--- src/rtl/piso_pkg.sv ---
// Shared types and constants for the parallel-in/serial-out transmit controller.
// Counter widths cover the largest legal frame (32 bits) and gap (15 cycles).
package piso_pkg;

  typedef enum logic [1:0] {
    ST_IDLE  = 2'd0,
    ST_SHIFT = 2'd1,
    ST_GAP   = 2'd2
  } state_e;

  localparam int DATA_W_DEF  = 16;
  localparam int GAP_CYC_DEF = 1;
  localparam int BIT_CNT_W   = 5;
  localparam int GAP_CNT_W   = 4;

endpackage

--- src/rtl/piso_shift.sv ---
// Shift register for the serial transmitter: parallel load, MSB-first shift-out.
// Load takes priority over shift; zeros are shifted in at the LSB end.
module piso_shift
  import piso_pkg::*;
#(
  parameter int DATA_W = DATA_W_DEF
) (
  input  logic              clk,
  input  logic              rst_n,
  input  logic              load,
  input  logic              shift,
  input  logic [DATA_W-1:0] din,
  output logic              dout
);

  logic [DATA_W-1:0] shReg_q, shReg_d;

  always_comb begin
    shReg_d = shReg_q;
    if (load) begin
      shReg_d = din;
    end else if (shift) begin
      shReg_d = {shReg_q[DATA_W-2:0], 1'b0};
    end
  end

  always_ff @(posedge clk or negedge rst_n) begin
    if (!rst_n) begin
      shReg_q <= '0;
    end else begin
      shReg_q <= shReg_d;
    end
  end

  assign dout = shReg_q[DATA_W-1];

endmodule

--- src/rtl/piso_tx_ctrl.sv ---
// Two-requester serial transmit controller: round-robin arbitration in IDLE,
// MSB-first frame serialization in SHIFT, optional idle gap after each frame.
module piso_tx_ctrl
  import piso_pkg::*;
#(
  parameter int DATA_W  = DATA_W_DEF,
  parameter int GAP_CYC = GAP_CYC_DEF
) (
  input  logic              clk,
  input  logic              rst_n,
  input  logic              req0_valid,
  input  logic [DATA_W-1:0] req0_data,
  output logic              req0_ready,
  input  logic              req1_valid,
  input  logic [DATA_W-1:0] req1_data,
  output logic              req1_ready,
  output logic              sdout,
  output logic              sdout_valid,
  output logic              sfirst,
  output logic              busy,
  output logic              grant_id
);

  localparam logic [BIT_CNT_W-1:0] BIT_TOP = BIT_CNT_W'(DATA_W - 1);
  localparam logic [GAP_CNT_W-1:0] GAP_TOP = GAP_CNT_W'((GAP_CYC > 0) ? GAP_CYC - 1 : 0);

  state_e               state_q, state_d;
  logic [BIT_CNT_W-1:0] bitCnt_q, bitCnt_d;
  logic [GAP_CNT_W-1:0] gapCnt_q, gapCnt_d;
  logic                 grant_q, grant_d;
  logic                 rrLast_q, rrLast_d;

  logic              gnt0, gnt1, load, shiftEn, shDout;
  logic [DATA_W-1:0] loadData;

  // rrLast_q remembers who was served last; the other side wins a tie.
  always_comb begin
    gnt0 = 1'b0;
    gnt1 = 1'b0;
    if (state_q == ST_IDLE) begin
      gnt0 = req0_valid & (~req1_valid | rrLast_q);
      gnt1 = req1_valid & (~req0_valid | ~rrLast_q);
    end
  end

  assign load     = gnt0 | gnt1;
  assign loadData = gnt1 ? req1_data : req0_data;
  assign shiftEn  = (state_q == ST_SHIFT);

  always_comb begin
    state_d  = state_q;
    bitCnt_d = bitCnt_q;
    gapCnt_d = gapCnt_q;
    grant_d  = grant_q;
    rrLast_d = rrLast_q;
    case (state_q)
      ST_IDLE: begin
        if (load) begin
          state_d  = ST_SHIFT;
          bitCnt_d = BIT_TOP;
          grant_d  = gnt1;
          rrLast_d = gnt1;
        end
      end
      ST_SHIFT: begin
        if (bitCnt_q == '0) begin
          if (GAP_CYC == 0) begin
            state_d = ST_IDLE;
          end else begin
            state_d  = ST_GAP;
            gapCnt_d = GAP_TOP;
          end
        end else begin
          bitCnt_d = bitCnt_q - 1'b1;
        end
      end
      ST_GAP: begin
        if (gapCnt_q == '0) begin
          state_d = ST_IDLE;
        end else begin
          gapCnt_d = gapCnt_q - 1'b1;
        end
      end
      default: state_d = ST_IDLE;
    endcase
  end

  // Reset leaves rrLast_q pointing at requester 1 so requester 0 wins first.
  always_ff @(posedge clk or negedge rst_n) begin
    if (!rst_n) begin
      state_q  <= ST_IDLE;
      bitCnt_q <= '0;
      gapCnt_q <= '0;
      grant_q  <= 1'b0;
      rrLast_q <= 1'b1;
    end else begin
      state_q  <= state_d;
      bitCnt_q <= bitCnt_d;
      gapCnt_q <= gapCnt_d;
      grant_q  <= grant_d;
      rrLast_q <= rrLast_d;
    end
  end

  piso_shift #(
    .DATA_W(DATA_W)
  ) u_shift (
    .clk  (clk),
    .rst_n(rst_n),
    .load (load),
    .shift(shiftEn),
    .din  (loadData),
    .dout (shDout)
  );

  assign req0_ready  = gnt0;
  assign req1_ready  = gnt1;
  assign sdout       = shiftEn & shDout;
  assign sdout_valid = shiftEn;
  assign sfirst      = shiftEn & (bitCnt_q == BIT_TOP);
  assign busy        = (state_q != ST_IDLE);
  assign grant_id    = grant_q;

endmodule
--- config.mk ---
export PLATFORM = sky130hd
export DESIGN_NAME = piso_tx_ctrl
export DESIGN_NICKNAME = d
export VERILOG_FILES = /design/src/rtl/piso_pkg.sv /design/src/rtl/piso_shift.sv /design/src/rtl/piso_tx_ctrl.sv
export SDC_FILE = /design/constraint.sdc
export NUM_CORES = 1
export LEC_CHECK = 0
export CAP_MARGIN = 15
export CORE_MARGIN = 2
export CORE_UTILIZATION = 48
export DETAILED_ROUTE_END_ITERATION = 8
export PLACE_DENSITY = 0.79
export SLEW_MARGIN = 20
export SYNTH_ARGS = -nofsm -noshare
export SYNTH_HDL_FRONTEND = slang
export SYNTH_SLANG_ARGS = --single-unit
--- constraint.sdc ---
create_clock -name clk -period 2.4 [get_ports clk]
set_clock_uncertainty 0.1 [all_clocks]
set_input_delay 0.36 -clock clk [delete_from_list [all_inputs] [get_ports clk]]
set_output_delay 0.36 -clock clk [all_outputs]
set_load 0.01 [all_outputs]
==> metrics.txt, run 1 <==
Setup-failing EPs final 0; die height approximately 62 um; Tightest Pin Transition 1.07 ns; Gate power share 0.460; Residual DRC 0; clk slew on worst S/H paths roughly 0.090 ns; critical path arrival 1.84 ns; ANT nets after route 0; TritonCTS Sinks 29; Final Hold Fails 0; io pins 43; Synth async-reset ratio 1.00; PortBufs 42; std cell rows 20; Worst Path Buf+Inv 3; sequential fraction of the synthesis area 0.454; drt first-iter violations 86; commonest non-fill, non-tap cell in the layout clkdlybuf4s50_1; Crit Path Max Fanout 2; Pint 1.22 mW; CTS tree built; post-DP HPWL 2.75 mm; first-pass GRT wire length 6.33 mm; Initial Util 0.517; wire per inst between 10 and 15 um; Die ar. 3820 um^2; Post-CTS Hold Buffers 0; Sw Ratio 0.379; Fmax 435 MHz; remaining global-route overflow 0; RSZ-0062 raised after global routing false; Main synth FF type dfrtp_1; relative max-transition margin 0.285; GPL Wtd Cong 0.795; clock network fraction of total power 0.139; Pleak approximately 0.96 nW; final non-filler cell total 258; die outline width roughly 60 um; Slew Limit Fails 0; total global-route track usage 0.233; YS warnings 0; n_diodes 0; vias in the first global route 1413; Seq pwr share 0.401; Via density 5.68; Final nets 252; Max rail drop VDD 500 uV; clock root buffer clkbuf_4; hold crit path type primary input to asynchronous set/reset pin; EDFF count, synth 0; crit start category primary input; core area 3100 um^2; Mapped Cells around 170; drt pass-1 iters 4; synthesized area ~1600 um^2; H-tree depth 2; proportion of layout cells with a drive suffix above 1 0.145; pwr/cell area 925 nW/um^2; initial antenna violation count 0; final design utilization 0.686; Max Root-Sink Buffers 2; synthesized flop and latch total 29; Post-Syn Area per Cell around 9.7 um^2; largest net degree at the start of global routing 30; crit share post-route 0.958; run status finished clean; TritonCTS Buffers 5; critical path's top delay family buffers and inverters; worst skew pair latency 0.32 ns; most frequent cells in the layout 40 x clkdlybuf4s50_1, 28 x dfrtp_1, 27 x nand2_1; fin crit period 2.30 ns; Worst path slowest cell clkdlybuf4s50_1; Net Switching 0.748 mW; critical path cell sequence clkdlybuf4s50_1, or3b_1, a21o_1, inv_6, dlygate4sd2_1; crit path kind primary input to primary output; Setup crit end kind primary output; slowest stage delay, CP 0.51 ns; routed vias 1465; dpl ws -0.0812 ns; Worst Path Required 1.94 ns; DP Cell Count between 200 and 250; Yosys cell types 34; WL final 3.86 mm; final setup margin 0.102 ns; Area Growth Syn to Fin 32.9%; Post-Syn Nets 205; Max Cap Viol 0
==> synth_stat cells (2+ instances only) <==
| cell type | instances | share of area |
|---|---|---|
| nor2_1 | 9 | 0.021 |
| dfrtp_1 | 28 | 0.44 |
| buf_6 | 2 | 0.014 |
| o21ai_0 | 2 | 0.0062 |
| ha_1 | 3 | 0.023 |
| nand2_1 | 27 | 0.063 |
| o211ai_1 | 2 | 0.0094 |
| a221oi_1 | 7 | 0.038 |
| a31oi_1 | 2 | 0.0078 |
| a21oi_2 | 7 | 0.038 |
| nand2b_1 | 2 | 0.0078 |
| a221oi_2 | 7 | 0.066 |
| o22ai_1 | 16 | 0.062 |
| or3b_1 | 2 | 0.011 |
| buf_2 | 2 | 0.0062 |
| clkbuf_1 | 5 | 0.012 |
| nor3_1 | 4 | 0.012 |
| a21oi_1 | 12 | 0.037 |
| inv_1 | 9 | 0.021 |
| or3_1 | 3 | 0.012 |
| nand3_1 | 2 | 0.0062 |
==> cell families (layout without fill, tap and decap cells) <==
family          count (synthesis)  count (layout)  synth area share
simple gates                   52              52             0.147
mux                             1               1           0.00625
buf+inv                        20              68            0.0710
xor+xnor                        1               1           0.00547
fa+ha+maj                       3               3            0.0234
compound gates                 60              60             0.294
flops                          29              29             0.454
==> sequential cells by signal, indices dropped and copies added (netlist names) <==
signal           cells
bitCnt_q             5
rrLast_q             1
grant_id             1
u_shift.shReg_q     16
gapCnt_q             4
state_q              2
==> layer usage <==
metal | routed length, um | track usage | vias to the layer above
li1 | - | - | 705
met1 | 1690 | 0.278 | 722
met2 | 1960 | 0.379 | 34
met3 | 174 | 0.0911 | 4
met4 | 39 | 0.0912 | 0
met5 | 0 | 0 | -
==> power by group through the flow <==
| stage | logic, mW | clock network, mW | registers (mW) |
|---|---|---|---|
| after floorplan | 0.644 | 0 | 0.762 |
| after global placement | 0.858 | 0 | 0.781 |
| after detailed placement | 0.893 | 0 | 0.792 |
| after CTS | 0.906 | 0.285 | 0.785 |
| after global routing | 1.01 | 0.315 | 0.810 |
| final | 0.907 | 0.273 | 0.790 |
==> worst paths after layout <==
| check | endpoint | from | cells after the start | slack [ns] |
|---|---|---|---|---|
| hold / removal | gapCnt_q[3] | rst_n | 2 | 0.31 |
| setup reg to reg | u_shift.shReg_q[11] | state_q[0] | 5 | 0.35 |
| setup / recovery | req1_ready | req1_valid | 5 | 0.10 |
| min in group clk | grant_id | grant_id | 2 | 0.41 |
| hold reg to reg | grant_id | grant_id | 2 | 0.41 |
| max in group asynchronous | rrLast_q | rst_n | 2 | 1.58 |
==> cell type report <==
| cell class | instances | area [um^2] |
|---|---|---|
| clock buffers | 8 | 48.8 |
| repair buffers | 50 | 494 |
| multi-input cells | 117 | 762 |
| inverters | 10 | 42.5 |
| fillers | 282 | 973 |
| flip-flops and latches | 29 | 727 |
| well taps | 44 | 55.1 |
==> per-stage QoR <==
stage          area (um^2)  power (mW)  hold slack (ns)  setup TNS [ns]
2_1_floorplan         1600        1.41          -0.0356               0
4_1_cts               2120        1.98            0.308               0
5_1_grt               2130        2.13            0.323               0
3_3_place_gp          2060        1.64            0.386          -0.101
6_report              2130        1.97            0.307               0
3_5_place_dp          2060        1.69            0.388          -0.162
==> what timing repair did <==
item	in CTS	in global routing
buffers inserted	0	1
pin swaps	0	0
setup endpoints to repair	2	3
gates resized for setup	4	2
cloned	0	0
No activity file was read; power rests on OpenSTA's default activity.
==> run 2: changes to the inputs <==
SKIP_CTS_REPAIR_TIMING = 1   (was default)
==> run 2 against run 1 <==
Against the previous run: worst setup slack improved by 0.013 ns; wire length fell by 1.2%; worst hold slack got worse by 0.0055 ns; first-iteration DRC count rose by 34%; combinational power fell by 0.7%.
==> metrics.txt, run 2 (synthesis gave the netlist of run 1 again) <==
run status finished clean; Setup crit end kind primary output; TritonCTS Sinks 29 (unchanged); Worst Path Required 1.94 ns (about the same); routed vias 1440 (-1.7%); drt first-iter violations 115 (+34%); most frequent cells in the layout 40 x clkdlybuf4s50_1, 27 x nand2_1, 27 x dfrtp_1; Biggest register u_shift.shReg_q; Crit Path Max Fanout 19 (+17); wire per inst 14.9 um (-0.81%); initial antenna violation count 0 (unchanged); worst skew pair latency 0.32 ns (about the same); GPL Wtd Cong 0.795 (unchanged); PortBufs 42 (unchanged); first-pass GRT wire length 6.17 mm (-2.6%); clock root buffer clkbuf_4; Routed met1 length 1.66 mm (-2.0%); FF-to-FF setup slack 0.38 ns (+0.03 ns); final non-filler cell total 257 (-0.39%); crit share post-route 0.952 (-0.00549); hold crit path type primary input to asynchronous set/reset pin; n_diodes 0 (unchanged); die outline width 61.8 um (unchanged); proportion of layout cells with a drive suffix above 1 0.146 (+0.000680); H-tree depth 2 (unchanged); Fin Setup TNS 0 ns (unchanged); std cell rows 20 (unchanged); io pins 43 (unchanged); Setup-failing EPs final 0 (unchanged); Max Root-Sink Buffers 2 (unchanged); core area 3100 um^2 (unchanged); Area Growth Syn to Fin 32.7%; crit start category register; total global-route track usage 0.226 (-0.00650); ANT nets after route 0 (unchanged); Pleak 0.963 nW (+0.73%); met2 routed WL 1.93 mm (-1.4%); Initial Util 0.517 (unchanged); RSZ-0062 raised after global routing false; commonest non-fill, non-tap cell in the layout clkdlybuf4s50_1; Final nets 251 (-0.40%); Highest Signal Layer met4; Max rail drop VDD 500 uV (about the same); max FFs per register 16 (unchanged); Tightest Pin Transition 1.05 ns (-0.0227 ns); top flop regs u_shift.shReg_q x16, bitCnt_q x5, gapCnt_q x4; Max Cap Viol 0 (unchanged); critical path arrival 1.83 ns (about the same); crit path kind register to primary output; Pwr Total 1.97 mW (-0.23%); relative max-transition margin 0.300 (+0.0152); clk slew on worst S/H paths 0.09 ns (about the same); Die ar. 3820 um^2 (unchanged); Via density 5.60 (-1.3%); post-DP HPWL 2.75 mm (unchanged); Filler cells 285 (+1.1%); Slew Limit Fails 0 (unchanged); routed wl met3 199 um (+14%); Residual DRC 0 (unchanged); Fmax 438 MHz (+0.58%); vias in the first global route 1410 (-0.21%); Final Hold Fails 0 (unchanged); TritonCTS Buffers 5 (unchanged); WL final 3.82 mm (-1.2%); DP Cell Count 249 (unchanged); fin crit period 2.29 ns (-0.0132 ns); drt pass-1 iters 4 (unchanged); remaining global-route overflow 0 (unchanged); pwr/cell area 924 nW/um^2 (-0.11%); die height 61.8 um (unchanged); CTS tree built; largest net degree at the start of global routing 30 (unchanged)
run 2: report_power, final:
group | internal [mW] | switching, mW
registers | 0.646 | 0.143
clock network | 0.117 | 0.159
logic | 0.456 | 0.445
run 2: worst paths after layout:
check,endpoint,depth (start not counted),from
worst max-delay path,req0_ready,5,state_q[0]
worst min-delay path,gapCnt_q[3],2,rst_n
worst max register to register,u_shift.shReg_q[13],5,state_q[0]
worst min register to register,grant_id,2,grant_id
max in group asynchronous,rrLast_q,2,rst_n
min in group clk,grant_id,2,grant_id
run 2: metal layers:
metal  track usage  up-vias
li1              -      704
met1         0.266      690
met5             0        -
met2         0.376       41
met4        0.0821        0
met3        0.0890        5
run 2: cell type report:
| type | count | area [um^2] | area share |
|---|---|---|---|
| sequential | 29 | 728 | 0.342 |
| inverter | 10 | 42.5 | 0.0200 |
| multi-input combinational | 117 | 762 | 0.358 |
| clock buffer | 8 | 48.8 | 0.0229 |
| timing repair buffer | 49 | 490 | 0.231 |
| tap | 44 | 55.1 | 0.0259 |
run 2: worst max-delay path, cell delays in order, from the launching register on:
cell and delay, ns:
dfrtp_1 0.42, buf_12 0.18, nor2_1 0.12, nand2_1 0.10, a21oi_1 0.14, clkdlybuf4s50_1 0.55
run 2: per-stage QoR:
step	area, um^2	setup WS, ns	hold slack, ns	utilization
after floorplan	1600	0.605	-0.0356	-
after CTS	2110	-0.0992	0.308	0.679
final	2130	0.115	0.301	0.685
after global routing	2130	0.0116	0.323	0.685
after global placement	2060	-0.0895	0.386	0.664
after detailed placement	2060	-0.0812	0.388	0.664
==> patch 1: new RTL, flow settings as in run 2 <==
Change the package constant `GAP_CNT_W` from 4 to 5.
--- a/src/rtl/piso_pkg.sv
+++ b/src/rtl/piso_pkg.sv
@@ -13,3 +13,3 @@
   localparam int BIT_CNT_W   = 5;
-  localparam int GAP_CNT_W   = 4;
+  localparam int GAP_CNT_W   = 5;
 
Function: no difference found for any inputs over 10 cycles, from zero or initial values and one cycle with rst_n low; that may be too few to reach the edited logic, so the function may still have changed.
==> patch 1 against run 2 <==
- sequential share of layout area up 0.85 points
- cell count grew 3.1%
- synthesized area fell by 0.31%
- sequential power up 15%
- combinational power increased by 35%
- wire length increased by 5.2%
- setup slack worse by 0.0069 ns
- count of clock-buffer cells in the layout stayed put
- sequential cell count rose by 1
- final area rose by 0.94%
- power grew 24%
- first-iteration DRC count is 3.5% higher
- highest routed layer unchanged
==> patch 1: results (changes against run 2) <==
[metrics] WHS: 0.308 ns (+0.00664 ns)
[metrics] fraction of final layout cells sized beyond drive strength 1: 11.8% (-2.8 points)
[metrics] per-cell via count in the routed design: 5.93 (+5.8%)
[metrics] wire length on met2: 2030 microns (+5.1%)
[metrics] wire length of the first global-routing pass: 6200 microns (+0.57%)
[metrics] buffers added on ports: 42 (unchanged)
[metrics] count of distinct cell types in the synthesized netlist: 36 (+5.9%)
[metrics] stage delay of the slowest cell on the critical path: 0.53 ns (-0.02 ns)
[metrics] Final Routed Wirelength: 4020 microns (+5.2%)
[metrics] number of pins exceeding their max-slew limit in the final report: 0 (unchanged)
[metrics] combinational-cell power consumption: 1220 uW (+35%)
[metrics] syn nets: 213 (+3.9%)
[metrics] via count of the first global-routing pass: 1437 (+1.9%)
[metrics] post-DP HPWL: 2840 microns (+3.2%)
[metrics] final-layout fill cell count: 269 (-5.6%)
[metrics] internal power: 1440 uW (+18%)
[metrics] post-placement cell count: 257 (+3.2%)
[metrics] reg-to-reg critical path startpoint: bitCnt_q[0]
[metrics] gate count after technology mapping: 174 (+4.8%)
[metrics] worst reg-to-reg setup slack: 0.40 ns (+0.02 ns)
[metrics] slew at the pin closest to its max-slew limit: 0.932 ns (-0.115 ns)
[metrics] sequential-to-total area share from yosys stat: 47.1% (+1.7 points)
[metrics] ranking of synthesized cells by area: dfrtp_1 45%, a221oi_1 8.2%, o22ai_1 6.7%
[metrics] leakage component of the power: 0.000948 uW (-1.5%)
[metrics] worst voltage drop across the vdd grid: 0.684 mV (+37%)
[metrics] result of the run: finished, final reports clean
[metrics] biggest regs: u_shift.shReg_q x16, bitCnt_q x5, gapCnt_q x5
[metrics] pin count of the biggest net entering global routing: 31 (+3.3%)
[metrics] routed wl met3: 206 microns (+3.5%)
[metrics] combinational power share: 50.0% (+4.2 points)
[metrics] detailed-routing wirelength on met1: 1730 microns (+4.2%)
[metrics] launch point of the critical path: state_q[1]
[metrics] dpl ws: 0.0871 ns (+0.168 ns)
[metrics] placement-stage cell area: 0.00207 sq mm (+0.36%)
[metrics] top routing layer used: met4
[metrics] crit path max fanout: 9 (-10)
[metrics] final critical delay including setup and external delays: 2.29 ns (+0.00688 ns)
## patch 1: changes by cell type after synthesis, sizes merged, moves of 2 or more
cell | before | now
nand2 | 27 | 25
o211ai | 2 | 0
nor3 | 4 | 8
or3 | 3 | 0
nor2 | 9 | 13
## patch 1: logic make-up after synthesis
group / Yosys count / share of synthesized area, %
adder cells (fa/ha/maj): 3 / 2.35
AO/OA/AOI/OAI: 63 / 26.7
flip-flops: 30 / 47.1
buffers and inverters: 20 / 6.26
multiplexers: 2 / 1.25
AND/OR/NAND/NOR: 56 / 16.4
## patch 1: metal layers
| metal | vias to the layer above | GRT usage, % |
|---|---|---|
| met1 | 772 | 28.0 |
| li1 | 742 | - |
| met3 | 8 | 4.76 |
| met2 | 49 | 36.4 |
| met4 | 0 | 9.73 |
| met5 | - | 0 |
## patch 1: area by class of cell
| cell class | instances | area (sq um) | area share [%] |
|---|---|---|---|
| Timing Repair Buffer | 50 | 483 | 22.5 |
| Multi-Input combinational cell | 124 | 763 | 35.5 |
| Inverter | 9 | 33.8 | 1.57 |
| Sequential cell | 30 | 753 | 35.1 |
| Tap cell | 44 | 55.1 | 2.56 |
| Clock buffer | 8 | 58.8 | 2.74 |
## patch 1: path summary, 6_finish.rpt
check / to / depth (start not counted)
min in group clk: rrLast_q / 2
setup reg to reg: gapCnt_q[1] / 6
max in group asynchronous: rrLast_q / 2
hold / removal: u_shift.shReg_q[2] / 2
setup / recovery: req1_ready / 5
hold reg to reg: rrLast_q / 2
## patch 1: worst reg2reg max path: cells and delay by family, from the launching register on
family                   cells  cell delay (ns)
AND/OR/NAND/NOR              1             0.40
buffers and inverters        1             0.08
adder cells (fa/ha/maj)      1             0.18
AO/OA/AOI/OAI                3             0.71
flip-flops                   1             0.43
==> patch 2: new RTL, config.mk and constraints of run 2 <==
Made on the original files. The 3 states of `state_e` get a one-hot encoding in 3 bits.
--- a/src/rtl/piso_pkg.sv
+++ b/src/rtl/piso_pkg.sv
@@ -4,6 +4,6 @@
 
-  typedef enum logic [1:0] {
-    ST_IDLE  = 2'd0,
-    ST_SHIFT = 2'd1,
-    ST_GAP   = 2'd2
+  typedef enum logic [2:0] {
+    ST_IDLE  = 3'b001,
+    ST_SHIFT = 3'b010,
+    ST_GAP   = 3'b100
   } state_e;
Function: no difference found for any inputs over 10 cycles, from zero or initial values and one cycle with rst_n low; not proved beyond that.
==> patch 2 against run 2 <==
- register-to-register slack better by 0.02 ns
- synthesized area up 9.6%
- final area increased by 9.6%
- wire length up 7.3%
- sequential power grew 9.9%
- first-iteration DRC count rose by 3.5%
- power up 10%
- global-route usage decreased by 1.0 points
- setup slack worse by 0.083 ns
- sequential cell count up 1
- critical path type unchanged
==> patch 2: results (changes against run 2) <==
[metrics] result of the run: finished, final reports clean
[metrics] crit path max fanout: 5 (-14)
[metrics] via count of the first global-routing pass: 1535 (+8.9%)
[metrics] Multi-Input Combinational: 133 (+14%)
[metrics] setup ws final: 0.0315 ns (-0.0833 ns)
[metrics] detailed-routing wirelength on met1: 1610 microns (-2.7%)
[metrics] GR Layer Usage met3: 6.77% (-2.1 points)
[metrics] Syn Area/Cell: 9.87 sq um (+2.2%)
[metrics] Clock Power: 331 uW (+20%)
[metrics] GRT met1 Usage: 25.6% (-1.0 points)
[metrics] per-cell via count in the routed design: 5.62 (+0.35%)
[metrics] routed wl met3: 287 microns (+44%)
[metrics] placement-stage cell area: 0.00223 sq mm (+8.3%)
[metrics] final instance count without filler cells: 273 (+6.2%)
[metrics] count of inverters not on the clock network in the layout: 6 (-4)
[metrics] Final non-clock buffer share: 21.1% (-1.9 points)
[metrics] post-DP HPWL: 2910 microns (+5.9%)
[metrics] worst reg-to-reg setup slack: 0.40 ns (+0.02 ns)
[metrics] Final Instance Area: 0.00233 sq mm (+9.6%)
[metrics] Clk Latency, worst-skew pair: 0.35 ns (+0.03 ns)
[metrics] register fraction of the total cell area: 32.4% (-1.8 points)
[metrics] worst reg-to-reg path cell count: 6 (+1)
[metrics] count of distinct cell types in the synthesized netlist: 40 (+18%)
[metrics] worst voltage drop across the vdd grid: 0.771 mV (+54%)
[metrics] post-placement cell count: 263 (+5.6%)
[metrics] Buffers excl. clock: 50 (+2.0%)
[metrics] commonest cells in the synthesized netlist: 33 x nand2_1, 28 x dfrtp_1, 16 x o21ai_0
[metrics] clock buffer count from CTS: 5 (unchanged)
[metrics] count of clock-net buffers in the final layout: 6 (-2)
[metrics] critical path arrival: 1.91 ns (+0.08 ns)
[metrics] num sequential: 30 (+3.4%)
[metrics] end of the worst register-to-register path: bitCnt_q[3]
[metrics] pin count of the biggest net entering global routing: 31 (+3.3%)
[metrics] met2 track demand over resource: 36.5% (-1.1 points)
[metrics] overall track demand over capacity in global routing: 21.6% (-1.0 points)
[metrics] wire length on met2: 2130 microns (+10%)
[metrics] ranking of synthesized cells by area: dfrtp_1 40%, a221o_1 8.5%, mux2_1 8.3%
[metrics] final-layout fill cell count: 276 (-3.2%)
[metrics] slew at the pin closest to its max-slew limit: 1.04 ns (-0.0115 ns)
[metrics] syn nets: 217 (+5.9%)
[metrics] launch point of the critical path: state_q[0]
[metrics] DRC marker count from the first detailed-route iteration: 119 (+3.5%)
[metrics] Worst setup endpoint: busy
[metrics] wire length of the first global-routing pass: 6900 microns (+12%)
[metrics] Multi-input gate area: 937 sq um (+23%)
[metrics] fraction of final layout cells sized beyond drive strength 1: 15.4% (+0.86 points)
==> patch 2: worst min path at each step <==
| stage | depth (start not counted) | slack [ns] | end |
|---|---|---|---|
| after floorplan | 0 | -0.04 | bitCnt_q[0] |
| after global placement | 1 | 0.37 | grant_id |
| after detailed placement | 1 | 0.37 | grant_id |
| after CTS | 2 | 0.32 | u_shift.shReg_q[7] |
| after global routing | 2 | 0.35 | u_shift.shReg_q[12] |
| final | 2 | 0.29 | u_shift.shReg_q[1] |
==> patch 2: worst max-delay path, cell delays in order, from the launching register on <==
cell and delay, ns:
dfstp_2 0.58, nor3b_4 0.31, buf_4 0.17, inv_2 0.04
clkdlybuf4s50_1 0.47
==> patch 2: cells by family after synthesis <==
logic type	after synthesis	synth area share (%)
AO/OA/AOI/OAI	46	20.2
adder cells (fa/ha/maj)	3	2.14
flip-flops	30	42.9
XOR/XNOR	2	0.997
AND/OR/NAND/NOR	65	18.9
multiplexers	17	10.8
buffers and inverters	15	4.13
